### config.mk
export PLATFORM = sky130hd
export DESIGN_NAME = volume_meter
export DESIGN_NICKNAME = d
export VERILOG_FILES = /design/src/rtl/volume_pkg.sv /design/src/rtl/mic_level.sv /design/src/rtl/volume_meter.sv
export SDC_FILE = /design/constraint.sdc
export NUM_CORES = 1
export LEC_CHECK = 0
export ABC_AREA = 1
export CAP_MARGIN = 10
export CORE_MARGIN = 2
export CORE_UTILIZATION = 50
export DETAILED_ROUTE_END_ITERATION = 10
export PLACE_DENSITY = 0.79
export SYNTH_ARGS = -nofsm -noshare
export SYNTH_HDL_FRONTEND = slang
export SYNTH_SLANG_ARGS = --single-unit
### constraint.sdc
create_clock -name clk -period 2 [get_ports clk]
set_input_delay 0.4 -clock clk [delete_from_list [all_inputs] [get_ports clk]]
set_output_delay 0.4 -clock clk [all_outputs]
set_load 0.1 [all_outputs]
### src/rtl/volume_pkg.sv
// Shared constants, state encoding and the volume ballistics rule for volume_meter.
package volume_pkg;

    localparam logic [11:0] MIC_MIDPOINT = 12'd2048;
    localparam logic [3:0]  VOL_MAX      = 4'd15;
    localparam int          LEVEL_SHIFT  = 7;

    typedef enum logic [1:0] {
        IDLE   = 2'd0,
        ACCUM  = 2'd1,
        UPDATE = 2'd2
    } state_e;

    // Fast attack to the window peak, slow release of one step per window.
    function automatic logic [3:0] next_volume(input logic [3:0] peak,
                                               input logic [3:0] cur);
        logic [3:0] nxt;
        if (peak >= cur) begin
            nxt = peak;
        end else begin
            nxt = cur - 4'd1;
        end
        if (nxt > VOL_MAX) begin
            nxt = VOL_MAX;
        end
        return nxt;
    endfunction

endpackage

### src/rtl/mic_level.sv
// Folds a 12-bit offset-binary microphone sample around its midpoint and maps the
// 11-bit magnitude to a coarse 4-bit level (truncating, no rounding).
module mic_level
    import volume_pkg::*;
(
    input  logic [11:0] mic_in,
    output logic [3:0]  level
);

    logic [11:0] diff;
    logic [10:0] mag;

    // Below the midpoint the fold uses 2047-x so both halves span 0..2047.
    always_comb begin
        if (mic_in >= MIC_MIDPOINT) begin
            diff = mic_in - MIC_MIDPOINT;
        end else begin
            diff = (MIC_MIDPOINT - 12'd1) - mic_in;
        end
    end

    assign mag   = 11'(diff);
    assign level = 4'(mag >> LEVEL_SHIFT);

endmodule

### src/rtl/volume_meter.sv
// Windowed peak meter: tracks the loudest sample level per window, then applies
// attack/decay ballistics to a displayed volume once per window.
module volume_meter
    import volume_pkg::*;
#(
    parameter int WINDOW_SAMPLES = 4000
) (
    input  logic        clk,
    input  logic        rst_n,
    input  logic [11:0] mic_in,
    input  logic        sample_valid,
    input  logic        freeze,
    output logic [4:0]  volume,
    output logic        volume_valid,
    output logic [3:0]  peak_level
);

    localparam logic [15:0] WINDOW_LAST = 16'(WINDOW_SAMPLES);

    state_e      state_q, state_d;
    logic [15:0] count_q, count_d;
    logic [3:0]  peak_q, peak_d;
    logic [3:0]  peak_level_q, peak_level_d;
    logic [3:0]  volume_q, volume_d;
    logic        volume_valid_q, volume_valid_d;

    logic [3:0]  sample_level;
    logic [15:0] count_inc;

    mic_level u_mic_level (
        .mic_in (mic_in),
        .level  (sample_level)
    );

    assign count_inc = count_q + 16'd1;

    always_comb begin
        // NOTE: every signal gets a default before the case so no path can infer a latch.
        state_d        = state_q;
        count_d        = count_q;
        peak_d         = peak_q;
        peak_level_d   = peak_level_q;
        volume_d       = volume_q;
        volume_valid_d = 1'b0;

        unique case (state_q)
            IDLE: begin
                if (sample_valid) begin
                    peak_d  = sample_level;
                    count_d = 16'd1;
                    state_d = ACCUM;
                end
            end

            ACCUM: begin
                if (sample_valid) begin
                    peak_d  = (sample_level > peak_q) ? sample_level : peak_q;
                    count_d = count_inc;
                    if (count_inc == WINDOW_LAST) begin
                        state_d = UPDATE;
                    end
                end
            end

            UPDATE: begin
                peak_level_d = peak_q;
                if (!freeze) begin
                    volume_d       = next_volume(peak_q, volume_q);
                    volume_valid_d = 1'b1;
                end
                // A sample landing on the boundary opens the next window rather than being lost.
                if (sample_valid) begin
                    peak_d  = sample_level;
                    count_d = 16'd1;
                end else begin
                    peak_d  = 4'd0;
                    count_d = 16'd0;
                end
                state_d = ACCUM;
            end

            default: begin
                state_d = IDLE;
            end
        endcase
    end

    // NOTE: sequential state uses non-blocking assignments so all flops update from pre-edge values.
    always_ff @(posedge clk) begin
        if (!rst_n) begin
            state_q        <= IDLE;
            count_q        <= 16'd0;
            peak_q         <= 4'd0;
            peak_level_q   <= 4'd0;
            volume_q       <= 4'd0;
            volume_valid_q <= 1'b0;
        end else begin
            state_q        <= state_d;
            count_q        <= count_d;
            peak_q         <= peak_d;
            peak_level_q   <= peak_level_d;
            volume_q       <= volume_d;
            volume_valid_q <= volume_valid_d;
        end
    end

    assign volume       = {1'b0, volume_q};
    assign volume_valid = volume_valid_q;
    assign peak_level   = peak_level_q;

endmodule

==> summary.md <==
| Metric | Value |
|---|---|
| Run status | finished clean |
| Average via count per standard cell | between 5 and 6 |
| Overall die height | between 60 and 70 um |
| Final Skew | approximately 6.2 ps |
| Cell type with the highest aggregate area in the netlist | sky130_fd_sc_hd__dfxtp_1 |
| Post-CTS Hold Buffers | 0 |
| Grt total ovfl | 0 |
| Core utilization of the finished layout | a little under two thirds |
| Sum of negative setup slack | 0 ps |
| Vias in the first global route | between 1,500 and 2,000 |
| Endpoint of the worst setup timing path | peak_q[3] |
| Switching part of the total | 30.4% |
| Detailed placement HPWL | roughly 3300 um |
| Global-route wire length before repair | 7560 um |
| Reg-to-reg critical path startpoint | volume_q[1] |
| Worst min-delay path class | flip-flop to flip-flop |
| Starting utilization of the core area | a little over half |
| Number of enable flip-flop cells after synthesis | 0 |
| Leakage power | between 0.9 and 1 nW |
| Initial detailed-routing violation count | 127 |
| Proportion of power drawn by the clock network | 32.9% |
| Flip-flop and latch count after synthesis | 31 |
| Most used flip-flop cell after synthesis | sky130_fd_sc_hd__dfxtp_1 |
| Fraction of layout instances using a drive strength above 1 | around 17% |
| Multi-input logic area | between 0.001 and 0.0015 mm2 |
| Crit. Startpoint | mic_in[9] |
| Clk sinks | 31 |
| Count of input and output buffers | 17 |
| Delay contributed by the slowest stage of the critical path | between 400 and 500 ps |
| Die outline area | between 0.004 and 0.005 mm2 |
| CTS clock-pin slew for the worst setup and hold paths | 60 ps |
| Largest family of logic cells by synthesized area | simple AND/OR/NAND/NOR gates |
| VDD IR-drop max | ~0.00035 V |
| Synth async-reset ratio | 0% |
| Part of the cycle the worst path needs | ~93% |
| Post-synthesis adder-cell area fraction | 8.91% |
| CP max-delay cell | sky130_fd_sc_hd__clkdlybuf4s50_1 |
| Number of top-level pins | 26 |
| Routability Congestion | about 0.9 |
| F_max | 0.535 GHz |
| Top cell by count, worst path | sky130_fd_sc_hd__o21ai_2 |
| Total core area | roughly 0.0037 mm2 |
| Critical Path Stages | 11 |
| Pwr dens | roughly 610 mW/mm2 |
| Number of design rule violations left after detail routing | 0 |
| Non-filler instance count after layout | about 370 |
| Total CTS buffers | 5 |
| Die width | 66.7 um |
| Clock tree from TritonCTS | done |
| Crit path buf inv count | 2 |
| Xor and xnor fraction of the mapped netlist area | roughly 4% |
| Cell Rows | 22 |
| Data required time of the worst path | between 2000 and 2500 ps |
| Cells after synthesis | roughly 290 |
| Chain of cells forming the critical path | clkdlybuf4s50_1 > xor2_1 > inv_1 > ha_1 > nand2_2 > o21ai_2 > o21ai_1 > nand2_1 > nand2_4 > o21ai_2 > a21oi_2 |
| Cell Area, Placed | ~0.0022 mm2 |
| Final routed wire length divided by cell count | 12.4 um |
| Area fraction in and, or, nand and nor cells after synthesis | roughly 31% |
| Syn_area_per_cell | between 6 and 7 um2 |
| Residual antenna-violating net count after detailed routing | 0 |
| Fraction of the mapped netlist area in compound gates | between 10% and 20% |
| Slack of the critical path | 131 ps |
| Count of unique library cells instantiated by Yosys | 27 |
| Source-to-sink clock delay at the later pin of the worst-skew pair | between 200 and 300 ps |
| Root buffer selected by CTS | sky130_fd_sc_hd__clkbuf_8 |
| Diode count | 0 |
| Synthesized Nets | approximately 320 |
| Maxcap violations | 0 |
| Worst Path Arrival | just over 2000 ps |
| Detailed-route wire length | around 4500 um |
| Cell area after layout | approximately 0.0024 mm2 |
| Post-Place Cells | 359 |
| Total internal power | between 0.001 and 0.0015 W |
| Fillcell total | between 300 and 400 |
| Area growth, synth to finish | 20.8% |
| Final critical path time including I/O delays and setup | between 1500 and 2000 ps |
| FF+latch area | between 600 and 700 um2 |
| Startpoint-to-endpoint class of the critical path | primary input to flip-flop |
| Endpoints failing setup | 0 |
| Crit. End Element | flip-flop |
| First-pass iteration count of the detailed router | 4 |
| Unrepaired setup endpoints after global routing | no |
| Layout Nets | 348 |
| Reg power frac | a little under half |
| Largest fanout on the critical path | 8 |
| Critical register-to-register path endpoint | volume_q[2] |
| Pin count of the biggest net entering global routing | 18 |
| Final Slew Violations | 0 |
| Relative contribution of combinational cells to total power | 21.9% |
| Syn. warnings | 0 |
| Setup Slack @ Placement | -402 ps |
| Overall fraction of global-route tracks in use | 22.1% |
| Net switching power of the design | 0.000441 W |
| Depth of the worst register-to-register path | 10 |
| Initial antenna violation count | 0 |
| Hold Vio Cnt, Final | 0 |
| Worst setup slack for register-to-register paths | approximately 210 ps |
| Proportion of synthesized chip area in sequential cells | between 30% and 40% |
| Main area contributors after synthesis | sky130_fd_sc_hd__dfxtp_1, sky130_fd_sc_hd__nand2_1, sky130_fd_sc_hd__ha_1 |
| Post-Synthesis Cell Area | roughly 0.0020 mm2 |
| Maximum buffer depth of the clock tree | 2 |
| CP startpoint kind | primary input |
| Area share of the leading cell type in the synthesized netlist | a little under a third |
| Multiplexer area fraction after synthesis | 0% |
| H-Tree Level Count | 2 |
| Via count of the routed design | ~1,900 |
| Top cell family by delay on the critical path | buffers and inverters |
[routing by layer]
layer	vias to the layer above	share of wire, %	GRT usage, %
met3	7	3.9	4.05
met2	37	48	36.3
met4	0	1.4	8.93
met5	-	0	0
li1	1000	-	-
met1	902	47	28.5
[state kept, by name, summed over array words and instances, names as in the netlist]
signal / cells
count_q: 16
peak_level: 4
peak_q: 4
volume_q: 4
state_q: 2
volume_valid: 1
[through the flow]
step,total power [W],hold slack [ps]
2_1_floorplan,0.000845,458
3_3_place_gp,0.000909,467
3_5_place_dp,0.000923,472
4_1_cts,0.00139,482
5_1_grt,0.00153,491
6_report,0.00145,478
[synth_stat cells (2+ instances only)]
master	instances
sky130_fd_sc_hd__inv_1	36
sky130_fd_sc_hd__o211ai_1	3
sky130_fd_sc_hd__nand4_1	9
sky130_fd_sc_hd__nor2_2	5
sky130_fd_sc_hd__o21ai_0	20
sky130_fd_sc_hd__nand2_1	71
sky130_fd_sc_hd__xnor2_1	2
sky130_fd_sc_hd__or2_2	2
sky130_fd_sc_hd__a21oi_1	29
sky130_fd_sc_hd__nand3_1	17
sky130_fd_sc_hd__nor2_4	2
sky130_fd_sc_hd__nor2_1	28
sky130_fd_sc_hd__ha_1	14
sky130_fd_sc_hd__nand3_2	2
sky130_fd_sc_hd__buf_4	2
sky130_fd_sc_hd__clkbuf_1	3
sky130_fd_sc_hd__xor2_1	7
sky130_fd_sc_hd__dfxtp_1	31
[final cells by class]
cell class | count | share of cell area, %
inverters | 37 | 5.85
clock buffers | 7 | 3.21
well taps | 48 | 2.53
flip-flops and latches | 31 | 26.3
repair buffers | 25 | 8.90
clock inverters | 1 | 0.211
multi-input cells | 218 | 53.0
[power by group through the flow]
stage	Sequential, W	Clock [W]	Combinational (W)
floorplan	0.000662	0	0.000184
global placement	0.000666	0	0.000243
detailed placement	0.000667	0	0.000256
CTS	0.000654	0.000483	0.000256
global route	0.000657	0.000513	0.000361
finish	0.000655	0.000476	0.000317
[worst reg2reg max path: stages, from the launching register on]
cell and delay (ps):
sky130_fd_sc_hd__dfxtp_2 340, sky130_fd_sc_hd__inv_1 70, sky130_fd_sc_hd__ha_1 310, sky130_fd_sc_hd__inv_1 60, sky130_fd_sc_hd__nor2_1 40, sky130_fd_sc_hd__o211ai_1 200
sky130_fd_sc_hd__nand3_1 250, sky130_fd_sc_hd__nand2_1 130, sky130_fd_sc_hd__o21ai_0 90, sky130_fd_sc_hd__o21ai_0 160, sky130_fd_sc_hd__inv_1 50
[timing repair]
item | in CTS | in global routing
setup endpoints to repair | 4 | 5
buffers inserted | 0 | 0
pin swaps | 1 | 6
gates resized for setup | 1 | 28
[kinds of logic after synthesis]
family | count (synthesis)
buffers and inverters | 43
adders and majority gates | 14
DFF | 31
and+or+nand+nor | 138
xor gates and xnor gates | 9
other | 1
AOI/OAI and AO/OA | 56
[layout by cell type, fill, tap and decap left out, types with 2 or more instances in the layout]
cell,synthesis,final
sky130_fd_sc_hd__xor2_1,7,7
sky130_fd_sc_hd__buf_4,2,17
sky130_fd_sc_hd__dfxtp_2,0,4
sky130_fd_sc_hd__o211ai_1,3,3
sky130_fd_sc_hd__nor2_4,2,3
sky130_fd_sc_hd__clkbuf_8,0,5
sky130_fd_sc_hd__dfxtp_1,31,27
sky130_fd_sc_hd__o21ai_2,0,5
sky130_fd_sc_hd__ha_4,0,3
sky130_fd_sc_hd__o21ai_0,20,13
sky130_fd_sc_hd__nand3_2,2,2
sky130_fd_sc_hd__xnor2_1,2,2
sky130_fd_sc_hd__nor2_2,5,4
sky130_fd_sc_hd__a21oi_1,29,25
sky130_fd_sc_hd__nand2_2,1,3
sky130_fd_sc_hd__o21ai_1,0,2
sky130_fd_sc_hd__nand3_1,17,17
sky130_fd_sc_hd__inv_1,36,35
sky130_fd_sc_hd__dlymetal6s2s_1,0,2
sky130_fd_sc_hd__clkbuf_1,3,2
sky130_fd_sc_hd__ha_1,14,11
sky130_fd_sc_hd__or2_2,2,2
sky130_fd_sc_hd__nand2_1,71,68
sky130_fd_sc_hd__nand4_1,9,9
sky130_fd_sc_hd__nor2_1,28,28
sky130_fd_sc_hd__a21oi_2,0,4
sky130_fd_sc_hd__clkdlybuf4s50_1,0,5
[worst min-delay path by stage]
stage	start	endpoint	slack [ps]	cells past startpoint
after detailed placement	count_q[15]	count_q[15]	470	2
after global placement	count_q[15]	count_q[15]	470	2
final	count_q[15]	count_q[15]	480	2
after global routing	count_q[15]	count_q[15]	490	2
after CTS	count_q[15]	count_q[15]	480	2
after floorplan	count_q[15]	count_q[15]	460	2
(Power assumes the default switching activity.)
